`src/rtl/fetch_sel_dreg.sv`:
```
// fetch_sel_dreg -- PC select and the F/D pipeline registers around the
// Y86-64 fetch stage.
//
// Ports:
//   clk_i, rst_n_i          clock (rising edge) and synchronous active-low reset
//   F_stall_i               hold F_predPC
//   D_stall_i, D_bubble_i   hold D / load a NOP bubble into D (stall wins)
//   M_icode_i, M_Cnd_i,     mispredicted-jump recovery inputs
//   M_valA_i
//   W_icode_i, W_valM_i     ret recovery inputs
//   f_*_i                   fetch-stage outputs captured into D and F
//   f_pc_o                  selected fetch PC (combinational)
//   F_predPC_o              F register contents
//   D_*_o                   D register contents
//   perf_*_cnt_o            saturating performance counters
//
// Optional feature macro: FETCH_PERF_EN. When it is defined, the three
// counters are implemented; otherwise they are tied to zero.

module fetch_sel_dreg #(
    parameter logic [63:0] RESET_PC  = 64'h0,
    parameter logic [3:0]  NOP_ICODE = 4'h1,
    parameter int unsigned PERF_W    = 32
) (
    input  logic              clk_i,
    input  logic              rst_n_i,
    input  logic              F_stall_i,
    input  logic              D_stall_i,
    input  logic              D_bubble_i,
    input  logic [3:0]        M_icode_i,
    input  logic              M_Cnd_i,
    input  logic [63:0]       M_valA_i,
    input  logic [3:0]        W_icode_i,
    input  logic [63:0]       W_valM_i,
    input  logic [63:0]       f_predPC_i,
    input  logic [3:0]        f_icode_i,
    input  logic [3:0]        f_ifun_i,
    input  logic [3:0]        f_rA_i,
    input  logic [3:0]        f_rB_i,
    input  logic [63:0]       f_valC_i,
    input  logic [63:0]       f_valP_i,
    input  logic [2:0]        f_stat_i,
    output logic [63:0]       f_pc_o,
    output logic [63:0]       F_predPC_o,
    output logic [2:0]        D_stat_o,
    output logic [3:0]        D_icode_o,
    output logic [3:0]        D_ifun_o,
    output logic [3:0]        D_rA_o,
    output logic [3:0]        D_rB_o,
    output logic [63:0]       D_valC_o,
    output logic [63:0]       D_valP_o,
    output logic [PERF_W-1:0] perf_stall_cnt_o,
    output logic [PERF_W-1:0] perf_bubble_cnt_o,
    output logic [PERF_W-1:0] perf_mispred_cnt_o
);

    localparam logic [3:0] IJXX = 4'h7;
    localparam logic [3:0] IRET = 4'h9;
    localparam logic [2:0] SAOK = 3'd1;

    typedef struct packed {
        logic [2:0]  stat;
        logic [3:0]  icode;
        logic [3:0]  ifun;
        logic [3:0]  rA;
        logic [3:0]  rB;
        logic [63:0] valC;
        logic [63:0] valP;
    } dreg_t;

    localparam dreg_t D_BUBBLE = '{
        stat:  SAOK,
        icode: NOP_ICODE,
        ifun:  4'h0,
        rA:    4'hF,
        rB:    4'hF,
        valC:  64'h0,
        valP:  64'h0
    };

    logic        mispred;
    logic        ret_sel;
    logic [63:0] F_predPC_d, F_predPC_q;
    dreg_t       D_d, D_q;

    // Mispredict recovery has priority over ret recovery.
    assign mispred = (M_icode_i == IJXX) && !M_Cnd_i;
    assign ret_sel = (W_icode_i == IRET);

    always_comb begin
        if (mispred) begin
            f_pc_o = M_valA_i;
        end else if (ret_sel) begin
            f_pc_o = W_valM_i;
        end else begin
            f_pc_o = F_predPC_q;
        end
    end

    // F register
    always_comb begin
        F_predPC_d = F_predPC_q;
        if (!F_stall_i) begin
            F_predPC_d = f_predPC_i;
        end
    end

    always_ff @(posedge clk_i) begin
        if (!rst_n_i) begin
            F_predPC_q <= RESET_PC;
        end else begin
            F_predPC_q <= F_predPC_d;
        end
    end

    // D register: stall holds even when a bubble is also requested.
    always_comb begin
        D_d = D_q;
        if (D_stall_i) begin
            D_d = D_q;
        end else if (D_bubble_i) begin
            D_d = D_BUBBLE;
        end else begin
            D_d.stat  = f_stat_i;
            D_d.icode = f_icode_i;
            D_d.ifun  = f_ifun_i;
            D_d.rA    = f_rA_i;
            D_d.rB    = f_rB_i;
            D_d.valC  = f_valC_i;
            D_d.valP  = f_valP_i;
        end
    end

    always_ff @(posedge clk_i) begin
        if (!rst_n_i) begin
            D_q <= D_BUBBLE;
        end else begin
            D_q <= D_d;
        end
    end

    assign F_predPC_o = F_predPC_q;
    assign D_stat_o   = D_q.stat;
    assign D_icode_o  = D_q.icode;
    assign D_ifun_o   = D_q.ifun;
    assign D_rA_o     = D_q.rA;
    assign D_rB_o     = D_q.rB;
    assign D_valC_o   = D_q.valC;
    assign D_valP_o   = D_q.valP;

`ifdef FETCH_PERF_EN
    localparam logic [PERF_W-1:0] ONE = {{(PERF_W-1){1'b0}}, 1'b1};

    logic [PERF_W-1:0] stall_cnt_d,   stall_cnt_q;
    logic [PERF_W-1:0] bubble_cnt_d,  bubble_cnt_q;
    logic [PERF_W-1:0] mispred_cnt_d, mispred_cnt_q;

    // Counters saturate at all-ones rather than wrapping.
    always_comb begin
        stall_cnt_d   = stall_cnt_q;
        bubble_cnt_d  = bubble_cnt_q;
        mispred_cnt_d = mispred_cnt_q;
        if (D_stall_i && (stall_cnt_q != '1)) begin
            stall_cnt_d = stall_cnt_q + ONE;
        end
        if (D_bubble_i && !D_stall_i && (bubble_cnt_q != '1)) begin
            bubble_cnt_d = bubble_cnt_q + ONE;
        end
        if (mispred && (mispred_cnt_q != '1)) begin
            mispred_cnt_d = mispred_cnt_q + ONE;
        end
    end

    always_ff @(posedge clk_i) begin
        if (!rst_n_i) begin
            stall_cnt_q   <= '0;
            bubble_cnt_q  <= '0;
            mispred_cnt_q <= '0;
        end else begin
            stall_cnt_q   <= stall_cnt_d;
            bubble_cnt_q  <= bubble_cnt_d;
            mispred_cnt_q <= mispred_cnt_d;
        end
    end

    assign perf_stall_cnt_o   = stall_cnt_q;
    assign perf_bubble_cnt_o  = bubble_cnt_q;
    assign perf_mispred_cnt_o = mispred_cnt_q;
`else
    assign perf_stall_cnt_o   = '0;
    assign perf_bubble_cnt_o  = '0;
    assign perf_mispred_cnt_o = '0;
`endif

endmodule

```
`config.mk`:
```
export PLATFORM = sky130hd
export DESIGN_NAME = fetch_sel_dreg
export DESIGN_NICKNAME = d
export VERILOG_FILES = /design/src/rtl/fetch_sel_dreg.sv
export SDC_FILE = /design/constraint.sdc
export NUM_CORES = 1
export LEC_CHECK = 0
export CORE_AREA = 5 5 279 281
export DETAILED_ROUTE_END_ITERATION = 12
export DIE_AREA = 0 0 284 286
export PLACE_DENSITY = 0.38
export SLEW_MARGIN = 10
export SYNTH_ARGS = -nofsm -noshare
export SYNTH_HDL_FRONTEND = slang
export SYNTH_SLANG_ARGS = --single-unit
```
`constraint.sdc`:
```
create_clock -name clk_i -period 2.62 [get_ports clk_i]
set_input_delay 0.524 -clock clk_i [delete_from_list [all_inputs] [get_ports clk_i]]
set_output_delay 0.524 -clock clk_i [all_outputs]
set_load 0.02 [all_outputs]
```
-- Word-level counts from Yosys, hierarchy flattened
Cells that the tools add are included.
- equality and inequality tests: 2
- muxes and demuxes: 3
- reduce and logical (&&, ||, !) cells: 2
- operator list (operator ; count):
    147-bit 2-to-1 mux ; 1
    64-bit 2-to-1 mux ; 2
    4-bit by 3-bit == test with 1-bit output (second input constant) ; 1
    4-bit == test (second input constant) ; 1
    1-bit logical AND ; 1
    1-bit logical NOT ; 1
- flip-flop bits (word level): 211
- bits of input ports: 353
- output and inout bits: 371
- logic and storage cells: 15

-- Depth between registers and ports, before layout
Gate-level depths: netlist (run 1).
- depth after elaboration: 3
- mapped depth: 6
- mapped depth without buffers: 3

-- Least setup slack after synthesis (run 1)
Ideal clock, no wire load.
- path type: in2out
- start point: input W_icode_i[2]
- end point: output f_pc_o[10]
- arrival time: 1.721 ns
- data required time: 2.096 ns
- path slack: 0.375 ns
- cell stages on the path: 5
- buffers on the path: 2
- cells stage by stage: and4bb_4 > buf_12 > buf_12 > mux2_4 > mux2_4
- word-level cells in the longest chain between the ends: 3
- ends and longest elaborated chain (element ; line ; RTL):
    from (decl) ; 33 ; input logic [3:0] W_icode_i,
    4-bit == test ; 88 ; assign ret_sel = (W_icode_i == IRET);
    64-bit 2-to-1 mux ; 93 ; end else if (ret_sel) begin
    64-bit 2-to-1 mux ; 91 ; if (mispred) begin
    to (decl) ; 43 ; output logic [63:0] f_pc_o,
No other way between the ends.

-- Worst setup path in the final report (run 1)
- start point: input W_icode_i[2]
- end point: output f_pc_o[61]
Same word-level chain as after synthesis.

==> flow_metrics.tcl, run 1 <==
set metrics [dict create \
    placed_area_um2 17400 \
    fp.dieH_um 286 \
    pwr-share-seq 0.338 \
    track_usage 0.119 \
    nets 1942 \
    status "finished with violations" \
    critical_path.top_delay_family "buffers and inverters" \
    power_density_nw_per_um2 536 \
    crit_buf_inv 6 \
    syn_area_um2 10300 \
    vias 9248 \
    fin_area_um2 19100 \
    start_kind "input pin" \
    critPathRequiredTime_ps 2100 \
    gr-total-overflow 0 \
    peakVddDrop_mv 0.452 \
    power.share.clock 0.446 \
    yosysWarnings 0 \
    cts_buffer_depth 3 \
    postCtsHoldBufs 0 \
    critical_path_class "in -> out" \
    worst_slew_pin_slew_ps 581 \
    crit_top_cell "buf_6" \
    coreArea_um2 75200 \
    end_kind "primary output" \
    worst_slack_ps -90.8 \
    routabilityCongestion 0.790 \
    via_per_inst 3.57 \
    finalPower_mw 10.3 \
    p_int_mw 7.57 \
    grt_max_degree 82 \
    yosysSeqAreaShare 0.408 \
    rows 101 \
    setup_violations 28 \
    routedWlPerCell_um 19.9 \
    syn_inst 939 \
    synth_area_per_cell_um2 11.0 \
    cts_sinks 211 \
    finalHoldViolCount 0 \
    drive_above_1_share 0.196 \
    drt_first_pass_iters 4 \
    cp_max_fo 5 \
    pin_count 724 \
    wl_mm 51.6 \
    max_slew_margin 0.613 \
    maxSlewViolCount 0 \
    io_buffer_count 627 \
    stdcell_count 2593 \
    crit_chain "buf_6, and4bb_4, buf_12, buf_12, buf_8, buf_6, mux2_4, mux2_4, buf_6" \
    power.leakage_nw 7.58 \
    violations "setup timing" \
    rsz0062_at_grt "yes" \
    insertion_delay_ps 560 \
    die_area_um2 81200 \
    max_stage_delay_ps 390 \
    min_path_type "in -> reg" \
    antenna_found_initial 15 \
    cts_buffers 30 \
    path_clk_slew_ps 60 \
    h-tree-depth 1 \
    first_iter_violations 255 \
    fin_crit_sh 1.03 \
    yosysUniqueCellTypes 21 \
    drc_errors 0 \
    syn_to_final_growth_pct 84.9 \
    ys_seq_elements 211 \
    synth_area_leaders "dfxtp_1 (41%), mux2_4 (17%), nor2b_1 (12%), a22oi_1 (9.9%), buf_4 (7.0%)" \
    combPwrFrac 0.216 \
    switching_share 0.262 \
    cts_tree "built" \
    dp_cells 2502 \
    synth_top_cell_area_share 0.408 \
    p_sw_mw 2.69 \
    fin_util 0.255 \
    fp.dieW_um 284 \
    slowest_stage "and4bb_4" \
    drv_cap 0 \
    fin_skew_ps 0 \
    fmax_mhz 369 \
    yosysTopAreaCell "dfxtp_1" \
    place_hpwl_mm 39.8 \
    grt_pass1_wl_mm 73.0 \
    fin_crit_ps 2710 \
    root_buffer "clkbuf_16" \
    crit_arrival_ps 2190 \
    drtAntennaViolNets 0 \
    initial_utilization 0.138 \
    grt_pass1_vias 9935 \
]
-- placed cells by master, fill, tap and decap left out, drive strengths merged, types with 2 or more instances in the layout --
cell type      count
buf              132
nand2             11
nor2b            201
dfxtp            211
bufinv             5
clkdlybuf4s50    552
clkdlybuf4s15      2
diode              3
dlygate4sd2        4
a22oi            136
clkinv             3
clkbuf            48
mux2             128
and4bb             2
o22ai             10
mux2i             64
bufbuf             2
conb              96
-- routing by layer --
layer	vias to the layer above	share of wire	track usage
li1	4392	-	-
met1	4343	0.38	0.130
met2	435	0.49	0.210
met3	70	0.11	0.0575
met4	8	0.022	0.0275
met5	-	0.0011	0
-- cell usage after synthesis --
cell      count
conb_1        1
a22oi_1     136
mux2_1        4
nand2_1      11
buf_12        7
nor2_2        1
a21oi_1       1
buf_4        96
clkbuf_1     37
nor3b_1       1
clkinv_1      1
dfxtp_1     211
mux2_2        4
or2_2         1
mux2i_1      64
o22ai_1      10
and4bb_4      1
nor2b_1     201
and4bb_1      1
buf_2        30
mux2_4      120
-- layout make-up --
class | instances | area, um^2
well taps | 978 | 1220
diodes | 3 | 7.51
flip-flops and latches | 211 | 4220
clock buffers | 47 | 956
multi-input cells | 652 | 5360
inverters | 1 | 3.75
repair buffers | 693 | 7200
clock inverters | 8 | 168
fillers | 7957 | 56100
-- per-stage QoR --
step,hold slack [ps],setup slack [ps],TNS [ps]
final,329,-90.8,-1450
after detailed placement,472,-743,-44440
after CTS,283,-135,-2590
after floorplan,603,375,0
after global routing,324,-123,-2680
after global placement,465,-741,-44260
-- repair_timing --
action / 4_1_cts / 5_1_grt
cloned: 5 / 1
gates resized for setup: 350 / 47
endpoints found under the setup margin: 64 / 54
pin swaps: 3 / 1
buffers inserted: 19 / 9
-- sequential cells by signal, indices dropped and copies added (netlist names) --
| name | flops |
|---|---|
| D_icode_o | 4 |
| D_ifun_o | 4 |
| D_rA_o | 4 |
| D_rB_o | 4 |
| D_stat_o | 3 |
| D_valC_o | 64 |
| D_valP_o | 64 |
| F_predPC_o | 64 |
-- worst register-to-register path, delay by kind of cell, from the launching register on --
kind	cells	cell delay, ps
multiplexers	1	140
AND/OR/NAND/NOR	1	60
flip-flops	1	350
buffers and inverters	1	170
-- power by group through the flow --
| stage | combinational [mW] | clock [mW] | sequential (mW) |
|---|---|---|---|
| 2_1_floorplan | 0.942 | 0 | 3.68 |
| 3_3_place_gp | 2.17 | 0 | 3.54 |
| 3_5_place_dp | 2.18 | 0 | 3.54 |
| 4_1_cts | 2.20 | 4.80 | 3.47 |
| 5_1_grt | 2.35 | 4.90 | 3.49 |
| 6_report | 2.22 | 4.57 | 3.47 |
-- final timing paths --
path                    to          start  slack [ps]  cells after the start
max reg2reg  F_predPC_o[5]  F_predPC_o[5]        1800                      3
max             f_pc_o[61]   W_icode_i[2]         -90                      9
min              D_rB_o[1]        rst_n_i         330                      2
min reg2reg      D_rA_o[1]      D_rA_o[1]         480                      2
-- logic make-up after synthesis --
family,after synthesis,synth area share
buffers and inverters,171,0.111
flip-flops,211,0.408
multiplexers,192,0.245
other,1,0.000362
AO/OA/AOI/OAI,147,0.105
AND/OR/NAND/NOR,217,0.130
Power figures use the tool's default switching activity.
==> run 2: changes to the inputs <==
--- a/config.mk
+++ b/config.mk
@@ -9,7 +9,6 @@
 export DETAILED_ROUTE_END_ITERATION = 12
 export DIE_AREA = 0 0 284 286
 export PLACE_DENSITY = 0.38
-export SLEW_MARGIN = 10
 export SYNTH_ARGS = -nofsm -noshare
 export SYNTH_HDL_FRONTEND = slang
 export SYNTH_SLANG_ARGS = --single-unit
==> results of run 2 <==
Same layout as run 1: the final DEF is identical, and so are final timing and power.
